`src/rtl/adder_pkg.sv`:
```
// Shared types and constants for the bit-serial adder.
// Holds the FSM state encoding and the legal WIDTH range.
package adder_pkg;

  typedef enum logic [1:0] {
    IDLE = 2'd0,
    RUN  = 2'd1,
    DONE = 2'd2
  } state_t;

  localparam int WIDTH_MIN = 1;
  localparam int WIDTH_MAX = 32;

  function automatic bit width_ok(input int w);
    return (w >= WIDTH_MIN) && (w <= WIDTH_MAX);
  endfunction

  function automatic int cnt_w(input int w);
    return (w > 1) ? $clog2(w) : 1;
  endfunction

endpackage

```
`src/rtl/fa_slice.sv`:
```
// Combinational one-bit full adder.
// Shared by every bit position of the serial datapath.
module fa_slice (
  input  logic a,
  input  logic b,
  input  logic cin,
  output logic sum,
  output logic cout
);

  assign sum  = a ^ b ^ cin;
  assign cout = (a & b) | (cin & (a ^ b));

endmodule

```
`src/rtl/serial_adder.sv`:
```
// Bit-serial WIDTH-bit adder/subtractor, LSB first,
// with valid/ready handshakes on operands and result.
module serial_adder
  import adder_pkg::*;
#(
  parameter int WIDTH = 8
) (
  input  logic             clk,
  input  logic             rst,
  input  logic             start_valid,
  output logic             start_ready,
  input  logic [WIDTH-1:0] a,
  input  logic [WIDTH-1:0] b,
  input  logic             cin,
  input  logic             sub,
  output logic [WIDTH-1:0] sum,
  output logic             cout,
  output logic             ovf,
  output logic             res_valid,
  input  logic             res_ready
);

  localparam int CW = cnt_w(WIDTH);
  localparam logic [CW-1:0] LAST = CW'(WIDTH - 1);

  if (!width_ok(WIDTH)) begin : g_bad_width
    $error("serial_adder: WIDTH out of range");
  end

  state_t           state;
  logic [WIDTH-1:0] a_sh;
  logic [WIDTH-1:0] b_sh;
  logic [WIDTH-1:0] sum_nx;
  logic [CW-1:0]    cnt;
  logic             carry;
  logic             fs;
  logic             fc;

  fa_slice u_fa (
    .a    (a_sh[0]),
    .b    (b_sh[0]),
    .cin  (carry),
    .sum  (fs),
    .cout (fc)
  );

  always_comb begin
    sum_nx = sum >> 1;
    sum_nx[WIDTH-1] = fs;
  end

  assign start_ready = (state == IDLE);

  // carry entering the MSB is the register value on the last run edge,
  // so overflow needs no separate latch
  always_ff @(posedge clk) begin
    if (rst) begin
      state     <= IDLE;
      a_sh      <= '0;
      b_sh      <= '0;
      carry     <= 1'b0;
      cnt       <= '0;
      sum       <= '0;
      cout      <= 1'b0;
      ovf       <= 1'b0;
      res_valid <= 1'b0;
    end else begin
      unique case (state)
        IDLE: begin
          if (start_valid) begin
            a_sh  <= a;
            b_sh  <= b ^ {WIDTH{sub}};
            carry <= sub | cin;
            cnt   <= '0;
            state <= RUN;
          end
        end
        RUN: begin
          sum   <= sum_nx;
          a_sh  <= a_sh >> 1;
          b_sh  <= b_sh >> 1;
          carry <= fc;
          cnt   <= cnt + CW'(1);
          if (cnt == LAST) begin
            cout      <= fc;
            ovf       <= fc ^ carry;
            res_valid <= 1'b1;
            state     <= DONE;
          end
        end
        DONE: begin
          if (res_ready) begin
            res_valid <= 1'b0;
            state     <= IDLE;
          end
        end
        default: state <= IDLE;
      endcase
    end
  end

endmodule

```
`config.mk`:
```
export PLATFORM = sky130hd
export DESIGN_NAME = serial_adder
export DESIGN_NICKNAME = d
export VERILOG_FILES = /design/src/rtl/adder_pkg.sv /design/src/rtl/fa_slice.sv /design/src/rtl/serial_adder.sv
export SDC_FILE = /design/constraint.sdc
export NUM_CORES = 1
export LEC_CHECK = 0
export ABC_CLOCK_PERIOD_IN_PS = 3250
export CORE_ASPECT_RATIO = 0.7
export CORE_UTILIZATION = 50
export CTS_BUF_LIST = sky130_fd_sc_hd__clkbuf_4 sky130_fd_sc_hd__clkbuf_8
export CTS_CLUSTER_DIAMETER = 120
export CTS_CLUSTER_SIZE = 40
export DETAILED_ROUTE_END_ITERATION = 10
export PLACE_DENSITY = 0.8
export SKIP_CTS_REPAIR_TIMING = 1
export SLEW_MARGIN = 20
export SYNTH_ARGS = -nofsm -noshare
export SYNTH_HDL_FRONTEND = slang
export SYNTH_SLANG_ARGS = --single-unit
```
`constraint.sdc`:
```
create_clock -name clk -period 3.25 [get_ports clk]
set_clock_uncertainty 0.2 [all_clocks]
set_input_delay 0.65 -clock clk [delete_from_list [all_inputs] [get_ports clk]]
set_output_delay 0.65 -clock clk [all_outputs]
set_load 0.05 [all_outputs]
```
==> Word-level counts from Yosys, hierarchy flattened <==
Index checks and enable logic that the tools add are counted.
{ "op_classes": {"addsub": 1, "eq_ne": 6, "mux": 15, "bitwise_logic": 8, "n_reduce_logical": 7} }
{ "op_table": {"columns": ["operator", "n"], "rows": [
  ["8-bit case mux with 2 select lines", 2],
  ["8-bit two-way mux", 2],
  ["8-bit bitwise XOR", 1],
  ["2-bit two-way mux", 3],
  ["2-bit != test, second input constant", 3],
  ["2-bit case mux with 3 select lines", 1],
  ["3-bit case mux with 2 select lines", 1],
  ["3-bit AND reduction", 2],
  ["1-bit case mux with 2 select lines", 2],
  ["2-bit AND reduction", 2],
  ["2-bit nonzero test", 2],
  ["3-bit by 1-bit adder with 3-bit output, second input constant", 1],
  ["3-bit equality test, second input constant", 1],
  ["1-bit two-way mux", 3],
  ["3-bit two-way mux", 1],
  ["1-bit bitwise XOR", 3],
  ["1-bit AND", 2],
  ["2-bit by 1-bit equality test with 1-bit output, second input constant", 1],
  ["2-bit equality test, second input constant", 1],
  ["2-bit logical NOT", 1],
  ["1-bit bitwise OR", 2]
]} }
{ "totals": {"regBits": 33, "in_bits": 22, "out_inout_bits": 12, "wordCells": 46} }

==> Logic depth before layout (Yosys ltp) <==
Gate-level depths: netlist (run 1).
{ "logic_depth": {"ltp_word": 4, "mapped_depth": 5} }

==> Hierarchy <==
A second synthesis (run 1) with hierarchy kept.
{ "hier_totals": {"hier_cells": 185, "hier_area_um2": 1597.8} }
{ "by_module_without_submodules": {"columns": ["module", "n_inst", "cells_per_inst", "area_per_inst_um2", "seq_area_each_um2"], "rows": [
  ["serial_adder", 1, 184, 1577.8, 660.6],
  ["fa_slice", 1, 1, 20.0, 0.0]
]} }

==> Least setup slack after synthesis (run 1) <==
OpenSTA, ideal clock, no wires.
{ "synth_path": {"path_type": "register -> output", "startpoint": "register state[1]", "endpoint": "output start_ready", "t_arrival_ns": 1.213, "setup_slack_ns": 1.187, "path_stages_with_launch": 3, "n_path_buf": 1, "path_cell_list": "dfxtp_1 > clkbuf_1 > nor2_1"} }
{ "synth_between": {"elab_chain_cells": 1} }
{ "synth_lines": {"columns": ["element", "line", "rtl"], "rows": [
  ["from (decl)", "serial_adder.sv:30", "state_t state;"],
  ["from (signal assigned)", "serial_adder.sv:58", "state <= IDLE;"],
  ["from (signal assigned)", "serial_adder.sv:75", "state <= RUN;"],
  ["from (signal assigned)", "serial_adder.sv:88", "state <= DONE;"],
  ["2-bit logical NOT", "serial_adder.sv:52", "assign start_ready = (state == IDLE);"],
  ["to (decl)", "serial_adder.sv:11", "output logic start_ready,"]
]} }
Every way passes these cells.

==> Final worst setup path (run 1) <==
{ "layout_path": {"startpoint": "register state[0]", "endpoint": "output start_ready"} }
The elaborated chain is that of the path after synthesis.

==> results.py, run 1 <==
metrics = {
    "place": {
        "hpwl_mm": 2.13,
        "portBuffers": 33,
        "gp_congestion": 0.773,
    },
    "run_status": {
        "outcome": "finished clean",
    },
    "layout": {
        "fin_util_pct": 67.5,
        "syn2layout_area_growth_pct": 27.8,
        "final_nets": 225,
        "seq_area_sq_um": 661,
        "multiInputGateArea_sq_um": 759,
        "n_fill_cell": 227,
        "drive_above_1_share_pct": 6.03,
        "diodes": 0,
    },
    "floorplan": {
        "die_y_um": 47.7,
        "ios": 34,
        "fp.dieW_um": 67.3,
        "dieArea_sq_um": 3210,
        "rows": 16,
        "start_util_pct": 52.8,
        "coreArea_sq_um": 2820,
    },
    "timing": {
        "slew-limit-headroom_pct": 50.0,
        "layout_worst_path_cycle_share_pct": 84.4,
        "fin_setup_tns_ns": 0,
        "slew_viol_final": 0,
        "max_clock_freq_mhz": 365,
        "worst_slew_pin_slew_ns": 0.749,
        "period_minus_slack_ns": 2.74,
        "rsz0062_at_grt": "false",
        "finalHoldViolCount": 0,
        "finalSetupViolations": 0,
    },
    "power": {
        "powerDensity_nw_per_um2": 471,
        "power.leakage_nw": 0.698,
        "ir_worst_vdd_uv": 254,
    },
    "synth": {
        "syn_area_per_cell_sq_um": 8.71,
        "synth_edf_count": 0,
        "synthMostInstantiatedCell": "dfxtp_1",
        "synth.cell_area_sq_um": 1490,
        "synth_ff_type": "dfxtp_1",
        "syn_nets": 197,
        "yosys_warnings": 0,
        "ys_seq_area_share_pct": 44.3,
        "synth_area_leader_cell": "dfxtp_1",
        "synth_top_area_share_pct": 44.3,
        "ys_types": 29,
        "ys_seq_elements": 33,
        "async_reset_ff_share_pct": 0,
        "netlist_top_cells_count": "33 x dfxtp_1, 19 x a21oi_1, 19 x nand2_1",
        "syn_inst": 171,
        "synth_area_leaders": "dfxtp_1 44%, a21oi_1 6.4%, a22oi_1 5.5%",
    },
    "clock_tree": {
        "clk_path_buf_depth": 2,
        "clk_latency_ns": 0.29,
        "clk_pin_slew_worst_paths_ns": 0.07,
        "clock-sinks": 33,
        "numCtsBuffers": 5,
        "cts-root-buf": "clkbuf_8",
        "cts_tree": "done",
        "cts_htree_levels": 2,
    },
    "critical_path": {
        "end_kind": "output pin",
        "crit_chain": "nor2_1, clkdlybuf4s50_1",
        "worstPathArrival_ns": 1.89,
        "critPathMaxStageDelay_ns": 0.81,
        "cp.required_ns": 2.40,
        "worstReg2RegStart": "state[0]",
        "startpoint_type": "register",
        "cp_max_fo": 25,
        "startpoint": "state[0]",
        "critPathKind": "reg2out",
        "worst_path_max_delay_cell": "dfxtp_1",
    },
    "min_path": {
        "hold_path.class": "reg2reg",
        "hp-start": "ovf",
    },
    "grt": {
        "grt_pass1_vias": 1076,
        "antenna_found_initial": 0,
        "overflow": 0,
        "grt_use_total_pct": 21.6,
        "grt_max_degree": 26,
        "grt_pass1_wl_mm": 4.82,
    },
    "routing": {
        "drt-initial-drc-count": 90,
        "first_pass_iters": 4,
        "wl_per_cell_um": 13.5,
        "drc_errors": 0,
        "postRouteAntennaNets": 0,
        "vias_per_cell": 5.39,
        "routed_wl_mm": 3.17,
        "dr_total_vias": 1266,
    },
    "flow_run": {
        "maxCapViolCount": 0,
    },
}
## routing by layer
metal,track usage [%],vias up,routed length [um]
met5,0,-,0
met2,34.2,38,1470
li1,-,644,-
met1,25.9,575,1430
met3,6.90,9,182
met4,14.5,0,87
## kinds of logic (layout without fill, tap and decap cells)
family          Yosys count  in the layout  synth area share [%]
xor+xnor                  9              9                  5.29
flops                    33             33                  44.3
fa+ha+maj                 4              4                  3.86
mux                       1              1                 0.672
compound gates           42             42                  18.1
buf+inv                  15             43                  4.70
simple gates             67             67                  23.0
## worst max-delay path, delay by kind of cell, from the launching register on
family	cells	cell delay [ns]
flip-flops	1	0.81
buffers and inverters	1	0.72
AND/OR/NAND/NOR	1	0.08
## power breakdown
group | internal, mW | switching [mW]
combinational | 0.0658 | 0.0643
sequential | 0.426 | 0.0181
clock | 0.176 | 0.146
## layout by cell type (no fill, tap or decap), drive strengths merged, types with 2 or more instances in the layout
master	synthesis	final
a21oi	19	19
nor3	8	8
ha	3	3
nand3	2	2
xnor2	7	7
clkbuf	7	7
xor2	2	2
buf	7	2
dfxtp	33	33
nor2	18	18
nand2b	10	10
nand2	19	19
a22oi	11	11
clkdlybuf4s50	0	33
o22ai	7	7
or3b	7	7
## sequential cells by signal, indices dropped and copies added, names as in the netlist
signal	flops
a_sh	8
b_sh	8
carry	1
cnt	3
cout	1
ovf	1
res_valid	1
state	2
sum	8
## through the flow
step	power, mW	setup WS (ns)	cells	hold WS [ns]	area [sq um]
2_1_floorplan	0.536	1.19	171	0.244	1490
3_3_place_gp	0.577	0.866	228	0.242	1810
3_5_place_dp	0.583	0.803	228	0.244	1810
4_1_cts	0.902	0.486	235	0.253	1900
5_1_grt	0.934	0.387	235	0.271	1900
6_report	0.897	0.507	235	0.250	1900
## path summary, 6_finish.rpt
kind,to,slack [ns],depth (start not counted)
setup / recovery,start_ready,0.51,2
hold / removal,ovf,0.25,2
setup reg to reg,b_sh[1],1.14,3
hold reg to reg,ovf,0.25,2
## final cells by class
cell class | count | area share (%)
Tap cell | 36 | 2.37
Inverter | 1 | 0.197
Sequential cell | 33 | 34.7
Multi-Input combinational cell | 123 | 39.9
Clock buffer | 7 | 4.73
Timing Repair Buffer | 35 | 18.1
No activity file was read; power rests on OpenSTA's default activity.
==> inputs of run 2 (changes only) <==
Settings changed: ABC_CLOCK_PERIOD_IN_PS 3250 to 2900.
Clock period 3.25 ns to 2.9 ns, I/O delays scaled along.
==> run 2 against run 1 <==
Clock power up 9.6%. Wire length down 0.66%. Non-clock buffer count up 3. Critical path depth unchanged. Critical path type unchanged. Critical endpoint unchanged.
==> results.py, run 2 (synthesis results as in run 1) <==
metrics = {
    "critical_path": {
        "r2r_setup_slack_ns": 1.06,
        "worst_path_max_delay_cell": "clkdlybuf4s50_1",
        "crit_buf_inv": 1,
        "critPathMaxStageDelay_ns": 0.80,
        "cp.required_ns": 2.12,
        "ff2ff_path_depth": 4,
        "worstPathArrival_ns": 1.48,
        "crit_chain": "nor2_1, clkdlybuf4s50_1",
        "cp_max_fo": 2,
        "crit_family": "buffers and inverters",
        "worstReg2RegStart": "state[0]",
        "startpoint_type": "register",
        "end_kind": "output pin",
        "critPathKind": "reg2out",
        "r2r_end": "b_sh[1]",
    },
    "timing": {
        "max_clock_freq_mhz": 442,
        "period_minus_slack_ns": 2.26,
        "rsz0062_at_grt": "false",
        "slew_viol_final": 0,
        "layout_worst_path_cycle_share_pct": 78.1,
        "slew-limit-headroom_pct": 57.2,
        "fin_setup_tns_ns": 0,
        "finalSetupViolations": 0,
        "finalHoldViolCount": 0,
        "worst_slew_pin_slew_ns": 0.642,
        "whs_ns": 0.257,
    },
    "place": {
        "portBuffers": 33,
        "hpwl_mm": 2.15,
        "gp_congestion": 0.799,
    },
    "floorplan": {
        "coreArea_sq_um": 2820,
        "start_util_pct": 52.8,
        "dieArea_sq_um": 3210,
        "die_y_um": 47.7,
        "ios": 34,
        "rows": 16,
        "fp.dieW_um": 67.3,
    },
    "power": {
        "seqPwrFrac_pct": 49.2,
        "switchingPower_uw": 249,
        "powerDensity_nw_per_um2": 519,
        "clkPwrFrac_pct": 35.3,
        "swShare_pct": 24.9,
        "p_int_uw": 751,
        "power_uw": 1000,
        "ir_worst_vdd_uv": 291,
        "power.leakage_nw": 0.713,
        "pwr-share-comb_pct": 15.5,
    },
    "clock_tree": {
        "cts_tree": "done",
        "cts-root-buf": "clkbuf_8",
        "clock-sinks": 33,
        "clk_path_buf_depth": 2,
        "cts_htree_levels": 2,
        "clk_pin_slew_worst_paths_ns": 0.06,
        "numCtsBuffers": 5,
        "clk_latency_ns": 0.28,
    },
    "layout": {
        "drive_above_1_share_pct": 7.43,
        "final_nets": 228,
        "seq_area_sq_um": 661,
        "multiInputGateArea_sq_um": 759,
        "layout_common_cells": "33 x dfxtp_1, 33 x clkdlybuf4s50_1, 19 x nand2_1, 19 x a21oi_1, 18 x nor2_1",
        "reg_top3": "a_sh: 8 flops, b_sh: 8 flops, sum: 8 flops",
        "syn2layout_area_growth_pct": 29.3,
        "diodes": 0,
        "n_fill_cell": 226,
    },
    "routing": {
        "vias_per_cell": 5.34,
        "postRouteAntennaNets": 0,
        "dr_total_vias": 1271,
        "drt-initial-drc-count": 72,
        "drc_errors": 0,
        "routed_wl_mm": 3.15,
        "wl_per_cell_um": 13.2,
        "first_pass_iters": 4,
    },
    "run_status": {
        "outcome": "finished clean",
    },
    "min_path": {
        "hold_path.class": "reg2reg",
        "holdPathEnd": "ovf",
        "hp-start": "ovf",
        "min_path_cells": 2,
    },
    "grt": {
        "grt_pass1_wl_mm": 4.93,
        "overflow": 0,
        "antenna_found_initial": 0,
        "grt_pass1_vias": 1088,
        "grt_max_degree": 25,
        "grt_use_total_pct": 21.9,
    },
    "flow_run": {
        "maxCapViolCount": 0,
    },
}
-- run 2: cell count changes in the layout (fill, tap and decap cells not counted) --
cell and delta:
buf_4 +3
-- run 2: cell type report --
type	count	area share, %
inverters	1	0.195
flip-flops and latches	33	34.3
clock buffers	7	4.68
repair buffers	38	19.1
multi-input cells	123	39.4
well taps	36	2.34
-- run 2: metrics by stage --
step | worst slack [ns] | std cells | instance area (sq um) | utilization (%)
after floorplan | 0.907 | 171 | 1490 | -
after global placement | 0.724 | 231 | 1840 | 65.1
after detailed placement | 0.668 | 231 | 1840 | 65.1
after CTS | 0.623 | 238 | 1930 | 68.3
after global routing | 0.588 | 238 | 1930 | 68.3
final | 0.635 | 238 | 1930 | 68.3
-- run 2: layer usage --
metal | vias to the layer above | global-route usage [%] | wire length [um]
li1 | 649 | - | -
met1 | 592 | 27.1 | 1470
met2 | 28 | 35.4 | 1500
met3 | 2 | 7.86 | 146
met4 | 0 | 8.94 | 29
met5 | - | 0 | 0
-- run 2: worst max path at each step --
stage / cells past startpoint / to / startpoint
2_1_floorplan: 2 / start_ready / state[1]
3_3_place_gp: 3 / b_sh[0] / rst
3_5_place_dp: 4 / b_sh[1] / start_valid
4_1_cts: 2 / start_ready / state[1]
5_1_grt: 1 / sum[6] / sum[6]
6_report: 2 / start_ready / state[1]
-- run 2: worst register-to-register path: cells and delay by family, from the launching register on --
family / cells / cell delay (ns)
flip-flops: 1 / 0.33
AND/OR/NAND/NOR: 1 / 0.58
AO/OA/AOI/OAI: 2 / 0.41
buffers and inverters: 1 / 0.25
-- run 2: power by group through the flow --
| stage | sequential [mW] | clock (mW) | combinational [mW] |
|---|---|---|---|
| after floorplan | 0.506 | 0 | 0.0945 |
| after global placement | 0.501 | 0 | 0.149 |
| after detailed placement | 0.502 | 0 | 0.153 |
| after CTS | 0.492 | 0.358 | 0.155 |
| after global routing | 0.495 | 0.382 | 0.169 |
| final | 0.492 | 0.353 | 0.155 |
